==> src/rtl/disp_pkg.sv <==
// Shared types and constants for the display-sharing arbiter.
package disp_pkg;

    // Arbiter ownership state
    typedef enum logic [1:0] {
        ST_IDLE = 2'd0,
        ST_OWN0 = 2'd1,
        ST_OWN1 = 2'd2
    } disp_state_e;

    // One-hot grant encodings
    localparam logic [1:0] GRANT_NONE = 2'b00;
    localparam logic [1:0] GRANT_0    = 2'b01;
    localparam logic [1:0] GRANT_1    = 2'b10;

endpackage

==> src/rtl/disp_hold_timer.sv <==
// Saturating hold counter; expired flags that the minimum hold time has elapsed.
module disp_hold_timer #(
    parameter int unsigned HOLD_CYCLES = 50_000_000,
    parameter int unsigned CNT_W       = 26
) (
    input  logic clk,
    input  logic resetn,
    input  logic clear,
    input  logic enable,
    output logic expired
);

    localparam logic [CNT_W-1:0] CntLast = CNT_W'(HOLD_CYCLES - 1);

    logic [CNT_W-1:0] cnt_q;

    // Count while enabled, stick at the last value, restart on clear
    always_ff @(posedge clk or negedge resetn) begin
        if (!resetn) begin
            cnt_q <= '0;
        end else if (clear) begin
            cnt_q <= '0;
        end else if (enable && (cnt_q != CntLast)) begin
            cnt_q <= cnt_q + CNT_W'(1);
        end
    end

    assign expired = (cnt_q == CntLast);

endmodule

==> src/rtl/disp_share_arbiter.sv <==
// Round-robin arbiter sharing one 4-digit display between two requesters,
// with a minimum hold time before the current owner can be preempted.
module disp_share_arbiter
    import disp_pkg::*;
#(
    parameter int unsigned HOLD_CYCLES = 50_000_000,
    parameter int unsigned CNT_W       = 26
) (
    input  logic        clk,
    input  logic        resetn,
    input  logic        req0,
    input  logic [15:0] data0,
    input  logic        req1,
    input  logic [15:0] data1,
    output logic [1:0]  grant,
    output logic [3:0]  hex0,
    output logic [3:0]  hex1,
    output logic [3:0]  hex2,
    output logic [3:0]  hex3,
    output logic        blank,
    output logic        switch_pulse
);

    disp_state_e state_q, state_d;
    logic        last_q, last_d;
    logic        hold_clear, hold_en, hold_expired;

    logic [1:0]  grant_q, grant_d;
    logic [15:0] hex_q, hex_d;
    logic        blank_q, blank_d;
    logic        pulse_q, pulse_d;

    disp_hold_timer #(
        .HOLD_CYCLES (HOLD_CYCLES),
        .CNT_W       (CNT_W)
    ) u_hold_timer (
        .clk     (clk),
        .resetn  (resetn),
        .clear   (hold_clear),
        .enable  (hold_en),
        .expired (hold_expired)
    );

    // State and round-robin history registers
    always_ff @(posedge clk or negedge resetn) begin
        if (!resetn) begin
            state_q <= ST_IDLE;
            last_q  <= 1'b1;
        end else begin
            state_q <= state_d;
            last_q  <= last_d;
        end
    end

    // Next-state: hold while owner requests, release immediately when it drops
    always_comb begin
        state_d = state_q;
        hold_en = 1'b0;
        unique case (state_q)
            ST_IDLE: begin
                if (req0 && req1) begin
                    state_d = last_q ? ST_OWN0 : ST_OWN1;
                end else if (req0) begin
                    state_d = ST_OWN0;
                end else if (req1) begin
                    state_d = ST_OWN1;
                end
            end
            ST_OWN0: begin
                if (req0) begin
                    if (req1 && hold_expired) state_d = ST_OWN1;
                    else                      hold_en = 1'b1;
                end else begin
                    state_d = req1 ? ST_OWN1 : ST_IDLE;
                end
            end
            ST_OWN1: begin
                if (req1) begin
                    if (req0 && hold_expired) state_d = ST_OWN0;
                    else                      hold_en = 1'b1;
                end else begin
                    state_d = req0 ? ST_OWN0 : ST_IDLE;
                end
            end
            default: state_d = ST_IDLE;
        endcase
        // Any ownership change restarts the hold window
        hold_clear = (state_d != state_q);
    end

    // Remember the most recent owner for tie-breaking from idle
    always_comb begin
        last_d = last_q;
        if (state_d == ST_OWN0)      last_d = 1'b0;
        else if (state_d == ST_OWN1) last_d = 1'b1;
    end

    // Outputs decoded from the next state so grant and digits always agree
    always_comb begin
        grant_d = GRANT_NONE;
        hex_d   = 16'h0000;
        blank_d = 1'b1;
        pulse_d = (state_d != state_q);
        unique case (state_d)
            ST_OWN0: begin
                grant_d = GRANT_0;
                hex_d   = data0;
                blank_d = 1'b0;
            end
            ST_OWN1: begin
                grant_d = GRANT_1;
                hex_d   = data1;
                blank_d = 1'b0;
            end
            default: ;
        endcase
    end

    // Registered display outputs
    always_ff @(posedge clk or negedge resetn) begin
        if (!resetn) begin
            grant_q <= GRANT_NONE;
            hex_q   <= 16'h0000;
            blank_q <= 1'b1;
            pulse_q <= 1'b0;
        end else begin
            grant_q <= grant_d;
            hex_q   <= hex_d;
            blank_q <= blank_d;
            pulse_q <= pulse_d;
        end
    end

    assign grant        = grant_q;
    assign hex0         = hex_q[3:0];
    assign hex1         = hex_q[7:4];
    assign hex2         = hex_q[11:8];
    assign hex3         = hex_q[15:12];
    assign blank        = blank_q;
    assign switch_pulse = pulse_q;

endmodule

==> config.mk <==
export PLATFORM = sky130hd
export DESIGN_NAME = disp_share_arbiter
export DESIGN_NICKNAME = d
export VERILOG_FILES = /design/src/rtl/disp_pkg.sv /design/src/rtl/disp_hold_timer.sv /design/src/rtl/disp_share_arbiter.sv
export SDC_FILE = /design/constraint.sdc
export NUM_CORES = 1
export LEC_CHECK = 0
export CAP_MARGIN = 30
export CORE_MARGIN = 5
export CORE_UTILIZATION = 30
export CTS_CLUSTER_DIAMETER = 50
export CTS_CLUSTER_SIZE = 30
export DETAILED_ROUTE_END_ITERATION = 7
export RECOVER_POWER = 100
export SLEW_MARGIN = 20
export SYNTH_ARGS = -nofsm -noshare
export SYNTH_HDL_FRONTEND = slang
export SYNTH_SLANG_ARGS = --single-unit
==> constraint.sdc <==
create_clock -name clk -period 2.71 [get_ports clk]
set_clock_uncertainty 0.1 [all_clocks]
set_input_delay 0.6775 -clock clk [delete_from_list [all_inputs] [get_ports clk]]
set_output_delay 0.6775 -clock clk [all_outputs]
set_load 0.005 [all_outputs]
======== Word level (Yosys, flattened, before mapping) ========
Index checks and enable logic that the tools add are counted.
storage, ports and cells
  bits in registers ....................... 49
  word-level logic and storage cells ...... 46
  bits of input ports ..................... 36
  output and inout port bits .............. 20
cells by class
  reductions and logical operators ........ 8
  $add $sub $neg .......................... 1
  equality and inequality tests ........... 7
  mux-type cells .......................... 23
operators with widths
  kind                                            count
  2-to-1 mux 26 bit                               2
  one-hot mux 16 bit (2 select lines)             1
  adder 26 x 1 -> 26 bit (second input constant)  1
  == test 26 bit (second input constant)          1
  inequality test 26 bit (second input constant)  1
  2-to-1 mux 2 bit                                9
  2-to-1 mux 1 bit                                8
  one-hot mux 2 bit (3 select lines)              1
  == test 2 x 1 -> 1 bit (second input constant)  2
  == test 2 bit (second input constant)           2
  logical AND 1 bit                               4
  one-hot mux 2 bit (2 select lines)              1
  nonzero test 2 bit                              2
  logical NOT 2 bit                               1
  inequality test 2 bit                           1
  one-hot mux 1 bit (2 select lines)              1
  OR reduction 2 bit                              1

======== Depth between registers and ports, before layout ========
  depth after elaboration ................. 8
  depth in mapped cells ................... 12

======== Hierarchy ========
From an unflattened synthesis, not the netlist that was laid out.
unflattened totals
  cells, all modules ...................... 247
  area, all modules ....................... 2,588.7 µm²
modules (own cells, without submodules)
  module              times used  seq. area each (µm²)  area an instance (µm²)  cells an instance
  disp_hold_timer     1           650.6                 1,495.2                 159
  disp_share_arbiter  1           578.1                 1,093.5                 88

======== Worst setup path after synthesis ========
Ideal clock, no wire load.
  path kind ............................... reg2reg
  start ................................... register u_hold_timer.cnt_q[7]
  end ..................................... register hex_q[10]
  slack ................................... -191 ps
  path buffers ............................ 3
  arrival time ............................ 2,734 ps
  required time ........................... 2,544 ps
  stages on the path, launching flop included .. 12
  cell sequence ........................... dfrtp_1 -> buf_6 -> nor4_2 -> nand4_1 -> or3_4 -> a31oi_1 -> a21oi_1 -> ha_1 -> nor2b_1 -> clkbuf_1 -> clkbuf_1 -> a22o_1
between the ends
  longest elaborated chain between the ends .. 7
RTL lines
  what                                                     RTL line                                            text
  from (decl)                                              disp_hold_timer.sv:15                               logic [CNT_W-1:0] cnt_q;
  from (signal assigned)                                   disp_hold_timer.sv:24                               cnt_q <= cnt_q + CNT_W'(1);
  == test 26 bit (*)                                       disp_hold_timer.sv:28                               assign expired = (cnt_q == CntLast);
  logical AND 1 bit (on tied branches)                     disp_share_arbiter.sv:79, disp_share_arbiter.sv:71
  2-to-1 mux 2 bit (on tied branches)                      disp_share_arbiter.sv:79, disp_share_arbiter.sv:71
  2-to-1 mux 2 bit (on tied branches)                      disp_share_arbiter.sv:78, disp_share_arbiter.sv:70
  one-hot mux 2 bit (3 select lines) (*)                   disp_share_arbiter.sv:59                            unique case (state_q)
  net state_d[1]                                           disp_share_arbiter.sv:24                            disp_state_e state_q, state_d;
  == test 2 bit or == test 2 x 1 -> 1 bit (tied branches)  disp_share_arbiter.sv:104                           unique case (state_d)
  one-hot mux 16 bit (2 select lines) (*)                  disp_share_arbiter.sv:104
  net hex_d[10]                                            disp_share_arbiter.sv:29                            logic [15:0] hex_q, hex_d;
  to (signal assigned)                                     disp_share_arbiter.sv:123                           hex_q <= 16'h0000;
  to (signal assigned)                                     disp_share_arbiter.sv:128                           hex_q <= hex_d;
  to (decl)                                                disp_share_arbiter.sv:29
Mark *: on every way through the listed nets, which the timed path passes. The rest lies on a longest branch.
A chain may end at the register's enable or synchronous reset.

======== Worst setup path after layout ========
  start ................................... input req1
  end ..................................... register hex_q[2]
between the ends
  longest elaborated chain between the ends .. 6
RTL lines
  what                                                     RTL line                                            text
  from (decl)                                              disp_share_arbiter.sv:13                            input logic req1,
  2-to-1 mux 2 bit or logical AND 1 bit (tied branches)    disp_share_arbiter.sv:65, disp_share_arbiter.sv:71
  2-to-1 mux 2 bit (on tied branches)                      disp_share_arbiter.sv:63, disp_share_arbiter.sv:71
  2-to-1 mux 2 bit (on tied branches)                      disp_share_arbiter.sv:61, disp_share_arbiter.sv:70
  one-hot mux 2 bit (3 select lines) (*)                   disp_share_arbiter.sv:59
  net state_d[0]                                           disp_share_arbiter.sv:24
  == test 2 bit or == test 2 x 1 -> 1 bit (tied branches)  disp_share_arbiter.sv:104
  one-hot mux 16 bit (2 select lines) (*)                  disp_share_arbiter.sv:104
  net hex_d[2]                                             disp_share_arbiter.sv:29
Marked as above.

==> results.json <==
{
  "die_width_um": 105,
  "ys.flop_type": "dfrtp_1",
  "n_antenna_cell": 0,
  "leakage_nw": 1.62,
  "area_growth_pct": 42.3,
  "synthMuxAreaShare_pct": 0.367,
  "clk_latency_ps": 300,
  "instances_no_fill": 474,
  "cts_tree": "built",
  "grt_pass1_vias": 2554,
  "nets": 410,
  "synth_top_area_share_pct": 43.1,
  "dieArea_um2": 11100,
  "cts_root_buffer": "clkbuf_8",
  "cap_violations": 0,
  "antenna_found_initial": 0,
  "synth-simple-area-share_pct": 21.8,
  "grt.total_usage_pct": 13.2,
  "min_period_ps": 2600,
  "synth_edf_count": 0,
  "final.period_utilization_pct": 95.9,
  "drtAntennaViolNets": 0,
  "synth_top_family_by_area": "simple AND/OR/NAND/NOR gates",
  "synthArstFlopShare_pct": 100,
  "htreeDepth": 2,
  "hpwl_um": 5540,
  "post_drt_wl_per_cell_um": 15.4,
  "layout_commonest_cell": "buf_4",
  "dp_cells": 460,
  "numCtsBuffers": 5,
  "grt_max_degree": 22,
  "path_cells": "clkdlybuf4s50_1 > and3b_1 > a311oi_2 > nand2_1 > o31ai_1 > a21oi_1 > ha_1 > nor2b_2 > buf_4 > a22o_1",
  "setup_viol": 0,
  "synth_xor_area_share_pct": 5.14,
  "synth_cell_types": 51,
  "yosys_warnings": 0,
  "syn_nets": 311,
  "status": "completed",
  "netlist_instances": 266,
  "synth-seq-area-share_pct": 45.0,
  "crit_type": "input pin to flip-flop",
  "drt_iter0_drc": 104,
  "peakVddDrop_v": 0.000287,
  "fmax_ghz": 0.385,
  "worst_pin_slew_ps": 1150,
  "p_per_area_nw_per_um2": 748,
  "r2r_end": "hex_q[2]",
  "cp.required_ps": 2810,
  "worstPathMaxFanout": 9,
  "top_level_ports": 56,
  "rows": 34,
  "layout-drive-gt1-share_pct": 23.0,
  "grt_setup_unrepaired": "no",
  "yosys.area_share.adder_pct": 4.13,
  "syn_area_per_cell_um2": 10.3,
  "layout_common_cells": "buf_4 (50), dfrtp_1 (46), clkdlybuf4s50_1 (34)",
  "route.detailed.drc": 0,
  "critical-path-slowest-cell": "clkdlybuf4s50_1",
  "die_height_um": 105,
  "coreArea_um2": 8810,
  "slew_headroom_pct": 23.5,
  "initial_utilization_pct": 31.0,
  "synth_area_leaders": "dfrtp_1 (43%), a22o_1 (5.1%), nor3_1 (4.6%)",
  "portBuffers": 55,
  "clk_pin_slew_ps": 90,
  "critPathArrivalTime_ps": 2700,
  "reg2reg_slack_ps": 110,
  "report.power.total_mw": 2.90,
  "viasPerCell": 5.31,
  "vias": 2515,
  "rr_startpoint": "u_hold_timer.cnt_q[18]",
  "cp_slowest_stage_delay_ps": 490,
  "yosys.area.top_type": "dfrtp_1",
  "synth_area_um2": 2730,
  "hold_viol": 0,
  "cts_sinks": 49,
  "critPathCaptureType": "flip-flop",
  "ys_ff_latch": 49,
  "drv_slew": 0,
  "gp_congestion": 0.884,
  "grt_overflow": 0,
  "wl_um": 7290,
  "clock_path_buffers": 2,
  "hold_slack_ps": 360,
  "synth_compound_area_share_pct": 18.5,
  "hold_path.class": "input pin to async pin",
  "r2r_cells": 10,
  "drtPass1Iterations": 4,
  "grt_pass1_wl_um": 12300,
  "start_kind": "input pin"
}
cell usage after synthesis, types with 2 or more instances:
| master | count |
|---|---|
| nand2_1 | 14 |
| nand4b_1 | 2 |
| a31oi_1 | 2 |
| buf_6 | 3 |
| or4_1 | 6 |
| and3_1 | 4 |
| nand4_1 | 6 |
| a211oi_2 | 2 |
| dfstp_2 | 2 |
| nor4_1 | 7 |
| xor2_1 | 2 |
| a21o_1 | 4 |
| a21oi_1 | 4 |
| nand3_1 | 12 |
| o21ai_0 | 4 |
| buf_2 | 4 |
| a2bb2oi_1 | 2 |
| dfrtp_1 | 47 |
| clkbuf_1 | 8 |
| a211oi_1 | 8 |
| o31ai_1 | 10 |
| nor2_1 | 6 |
| inv_1 | 9 |
| nor4bb_1 | 2 |
| nor3_1 | 25 |
| a22o_1 | 16 |
| nor2b_1 | 5 |
| buf_4 | 2 |
| and4_1 | 3 |
| ha_1 | 9 |
| xnor2_1 | 14 |
| or3_1 | 3 |
cell families (layout without fill, tap and decap cells):
group           count (synthesis)  count (layout)
compound gates                 61              61
flops                          49              49
simple gates                  103             103
xor+xnor                       16              16
mux                             1               1
fa+ha+maj                       9               9
buf+inv                        27             127
worst max-delay path: cells and delay by family:
family / cells / cell delay, ps
AO/OA/AOI/OAI: 4 / 720
AND/OR/NAND/NOR: 3 / 430
adder cells (fa/ha/maj): 1 / 220
buffers and inverters: 2 / 660
per-stage QoR:
step	TNS (ps)	area [µm²]	setup WS [ps]	utilization, %
2_1_floorplan	0	2760	32.7	-
3_3_place_gp	-3800	3700	-188	42.0
3_5_place_dp	-4810	3700	-242	42.0
4_1_cts	0	3790	41.0	43.0
5_1_grt	0	3880	5.38	44.1
6_report	0	3880	110	44.1
final cells by class:
class                      count  area (µm²)
multi-input combinational    190        1450
timing repair buffer         110         945
inverter                       9        33.8
tap                          108         135
clock buffer                   6        72.6
sequential                    49        1230
fill                         846        4920
clock inverter                 2        15.0
per-layer routing:
| metal | track usage [%] | routed length [µm] | up-vias |
|---|---|---|---|
| met5 | 0 | 0 | - |
| met3 | 2.02 | 237 | 10 |
| met2 | 22.5 | 3760 | 56 |
| met4 | 4.97 | 129 | 0 |
| met1 | 17.0 | 3170 | 1244 |
| li1 | - | - | 1205 |
power breakdown:
part	internal (mW)	total, mW	switching (mW)	leakage, nW
logic	0.778	1.51	0.736	0.920
registers	0.908	0.963	0.0556	0.664
clock network	0.182	0.428	0.245	0.0374
total	1.87	2.90	1.04	1.62
how the worst max path moves through the flow:
| stage | cells after the start | from | slack, ps | endpoint |
|---|---|---|---|---|
| 6_report | 10 | req1 | 110 | hex_q[2] |
| 5_1_grt | 10 | req1 | 5 | hex_q[11] |
| 4_1_cts | 9 | u_hold_timer.cnt_q[8] | 40 | hex_q[3] |
| 3_5_place_dp | 10 | req1 | -240 | hex_q[3] |
| 3_3_place_gp | 10 | req1 | -190 | hex_q[5] |
| 2_1_floorplan | 12 | state_q[1] | 30 | hex_q[10] |
registers in the layout, indices dropped and copies added (netlist names):
name,flops
blank,1
grant,2
hex_q,16
switch_pulse,1
state_q,2
u_hold_timer.cnt_q,26
last_q,1
repair_timing:
action,4_1_cts,5_1_grt
endpoints found under the hold margin,0,0
setup endpoints to repair,0,26
resized for setup,0,14
hold buffers,0,0
setup buffers,0,6
No activity file was read; power rests on OpenSTA's default activity.
==> patch (same flow settings) <==
`CNT_W` is set to 26 in 2 places; all go to 52.
--- a/src/rtl/disp_hold_timer.sv
+++ b/src/rtl/disp_hold_timer.sv
@@ -2,5 +2,5 @@
 module disp_hold_timer #(
     parameter int unsigned HOLD_CYCLES = 50_000_000,
-    parameter int unsigned CNT_W       = 26
+    parameter int unsigned CNT_W       = 52
 ) (
     input  logic clk,
--- a/src/rtl/disp_share_arbiter.sv
+++ b/src/rtl/disp_share_arbiter.sv
@@ -5,5 +5,5 @@
 #(
     parameter int unsigned HOLD_CYCLES = 50_000_000,
-    parameter int unsigned CNT_W       = 26
+    parameter int unsigned CNT_W       = 52
 ) (
     input  logic        clk,
Formal check against the unedited RTL: same outputs for any inputs over 10 cycles, from zero or initial values and one cycle with resetn low; that may be too few to reach the edited logic, so the function may still have changed.
==> patch against the unedited design <==
- routed wire length is 44% higher
- sequential cell count is 26 higher
- utilization is 0.95 points higher
- total power is 54% higher
- setup slack worse by 0.37 ns
- fmax is 12% lower
- synthesized area is 47% higher
- die area is 42% higher
- critical path depth is 1 higher
- largest cell class unchanged
- final area is 53% higher
- the flow now finishes with violations (setup timing)
==> patch: results (changes against the unedited design) <==
- Overall Global Routing Usage: 0.1351 (+0.002735)
- Final Net Count: 609 (+49%)
- Vias: 3598 (+43%)
- Most frequent cells after synthesis: 73 x dfrtp_1, 67 x nor2_1, 38 x xnor2_1, 25 x nand2_1, 22 x nand3_1
- Root cell of the clock tree: clkbuf_16
- Outcome: finished, violations left
- Antenna violations before repair: 0 (unchanged)
- Largest registers ranked by flip-flop count: u_hold_timer.cnt_q x52, hex_q x16
- Insertion delay of the later-clocked pin in the worst-skew pair: 0.34 ns (+0.04 ns)
- Net count after synthesis: 457 (+47%)
- Via count of the first global-routing pass: 3768 (+48%)
- Critical path arrival: 3.15 ns (+0.45 ns)
- TritonCTS buffer count: 9 (+4)
- # setup viols final: 17 (+17)
- Initial DRC count: 193 (+86%)
- Type of the tightest min-delay check: flip-flop to flip-flop
- Highest-delay cell along the critical path: or4_1
- Leakage component of the power: 2.648 nW (+63%)
- Final RePlAce weighted congestion: 0.9191 (+3.9%)
- Routed length per placed instance: 14.13 um (-8.2%)
- DP Wirelength: 7703 um (+39%)
- Maximum count of clock buffers along a single path: 2 (unchanged)
- Maximum number of pins on one net before global-route repair: 58 (+160%)
- H-tree level count: 3 (+1)
- Largest fanout of any net on the critical path: 6 (-3)
- Max transition margin: 0.04402 (-0.1915)
- Setup Total Neg Slack: -3.995 ns (-3.995 ns)
- Post-layout worst setup margin: -0.2601 ns (-0.3702 ns)
- Share of final-layout standard cells stronger than drive strength 1: 0.2548 (+0.02532)
- First-pass GRT wire length: 17700 um (+44%)
- Largest cells by area after synthesis: dfrtp_1 45%, xnor2_1 8.3%, nor2_1 6.3%, a22o_1 3.7%, xor2_1 2.8%
- Yosys warning total: 0 (unchanged)
- Family with the most delay on the worst path: simple AND/OR/NAND/NOR gates
- Port buffer count: 55 (unchanged)
- Share of async-settable or async-resettable flops after synthesis: 1.000 (unchanged)
- Commonest register cell after synthesis: dfrtp_1
- Critical Path Max Stage Delay: 0.49 ns (about the same)
- Antenna cell count: 0 (unchanged)
- Post-CTS clock slew at the launch and capture registers of the worst setup and hold paths: 0.06 ns (-0.03 ns)
- Count of distinct cell types in the synthesized netlist: 51 (unchanged)
- Share of the yosys chip area belonging to registers: 0.4673 (+0.01708)
- Post-Place Cell Area: 5416 um^2 (+46%)
- First-pass iteration count of the detailed router: 7 (+3)
- Violations in the final reports: setup timing
- Worst IR drop on VDD: 551.2 uV (+92%)
[patch: metrics by stage]
stage                     utilization  setup WS [ns]  cells
after CTS                      0.4474        -0.2194    743
after global routing           0.4504        -0.3845    745
after detailed placement       0.4106        -0.8920    717
final                          0.4504        -0.2601    745
after global placement         0.4101        -0.8704    716
after floorplan                     -       -0.01758    412
[patch: worst paths after layout]
path	startpoint	to	slack, ns	cells after the start
max	u_hold_timer.cnt_q[42]	hex_q[0]	-0.26	11
max reg2reg	u_hold_timer.cnt_q[42]	hex_q[0]	-0.26	11
min in group asynchronous	resetn	grant[1]	0.56	1
max in group asynchronous	resetn	hex_q[13]	0.84	2
min	last_q	last_q	0.46	2
min reg2reg	last_q	last_q	0.46	2
[patch: cell type report]
| cell class | instances | area [um^2] |
|---|---|---|
| clock buffer | 9 | 225.2 |
| clock inverter | 7 | 101.3 |
| fill | 1258 | 7249 |
| inverter | 7 | 26.28 |
| multi-input combinational | 313 | 2140 |
| sequential | 75 | 1881 |
| tap | 176 | 220.2 |
| timing repair buffer | 158 | 1348 |
[patch: cells by family after synthesis]
| family | Yosys count | synth area share |
|---|---|---|
| fa+ha+maj | 9 | 0.02800 |
| compound gates | 44 | 0.08090 |
| simple gates | 209 | 0.2850 |
| buf+inv | 24 | 0.02769 |
| xor+xnor | 51 | 0.1111 |
| flops | 75 | 0.4673 |
[patch: worst register-to-register path, stage by stage (launching register included)]
cell and delay (ns):
dfrtp_1 0.42, nor4_4 0.32, buf_4 0.15, nand4_1 0.21
or4_1 0.49, a21o_1 0.17, a31o_1 0.24, inv_2 0.09
ha_4 0.22, nor2b_4 0.21, buf_6 0.16, a22o_1 0.13
[patch: timing repair]
item                                    CTS  global route
buffers inserted                          9             2
pin swaps                                 7             4
endpoints found under the setup margin   17            46
gates cloned                              1             0
resized for setup                        15             7
hold buffers                              0             0
[patch: per-layer routing]
| metal | global-route usage | share of wire |
|---|---|---|
| met3 | 0.05546 | 0.072 |
| met1 | 0.1653 | 0.43 |
| met2 | 0.2269 | 0.48 |
| met5 | 0 | 0 |
| met4 | 0.02587 | 0.0088 |
[patch: power by group]
group | switching [mW] | internal, mW | leakage [nW]
Sequential | 0.0555 | 1.30 | 1.03
Combinational | 0.909 | 0.905 | 1.47
Clock | 0.488 | 0.812 | 0.152
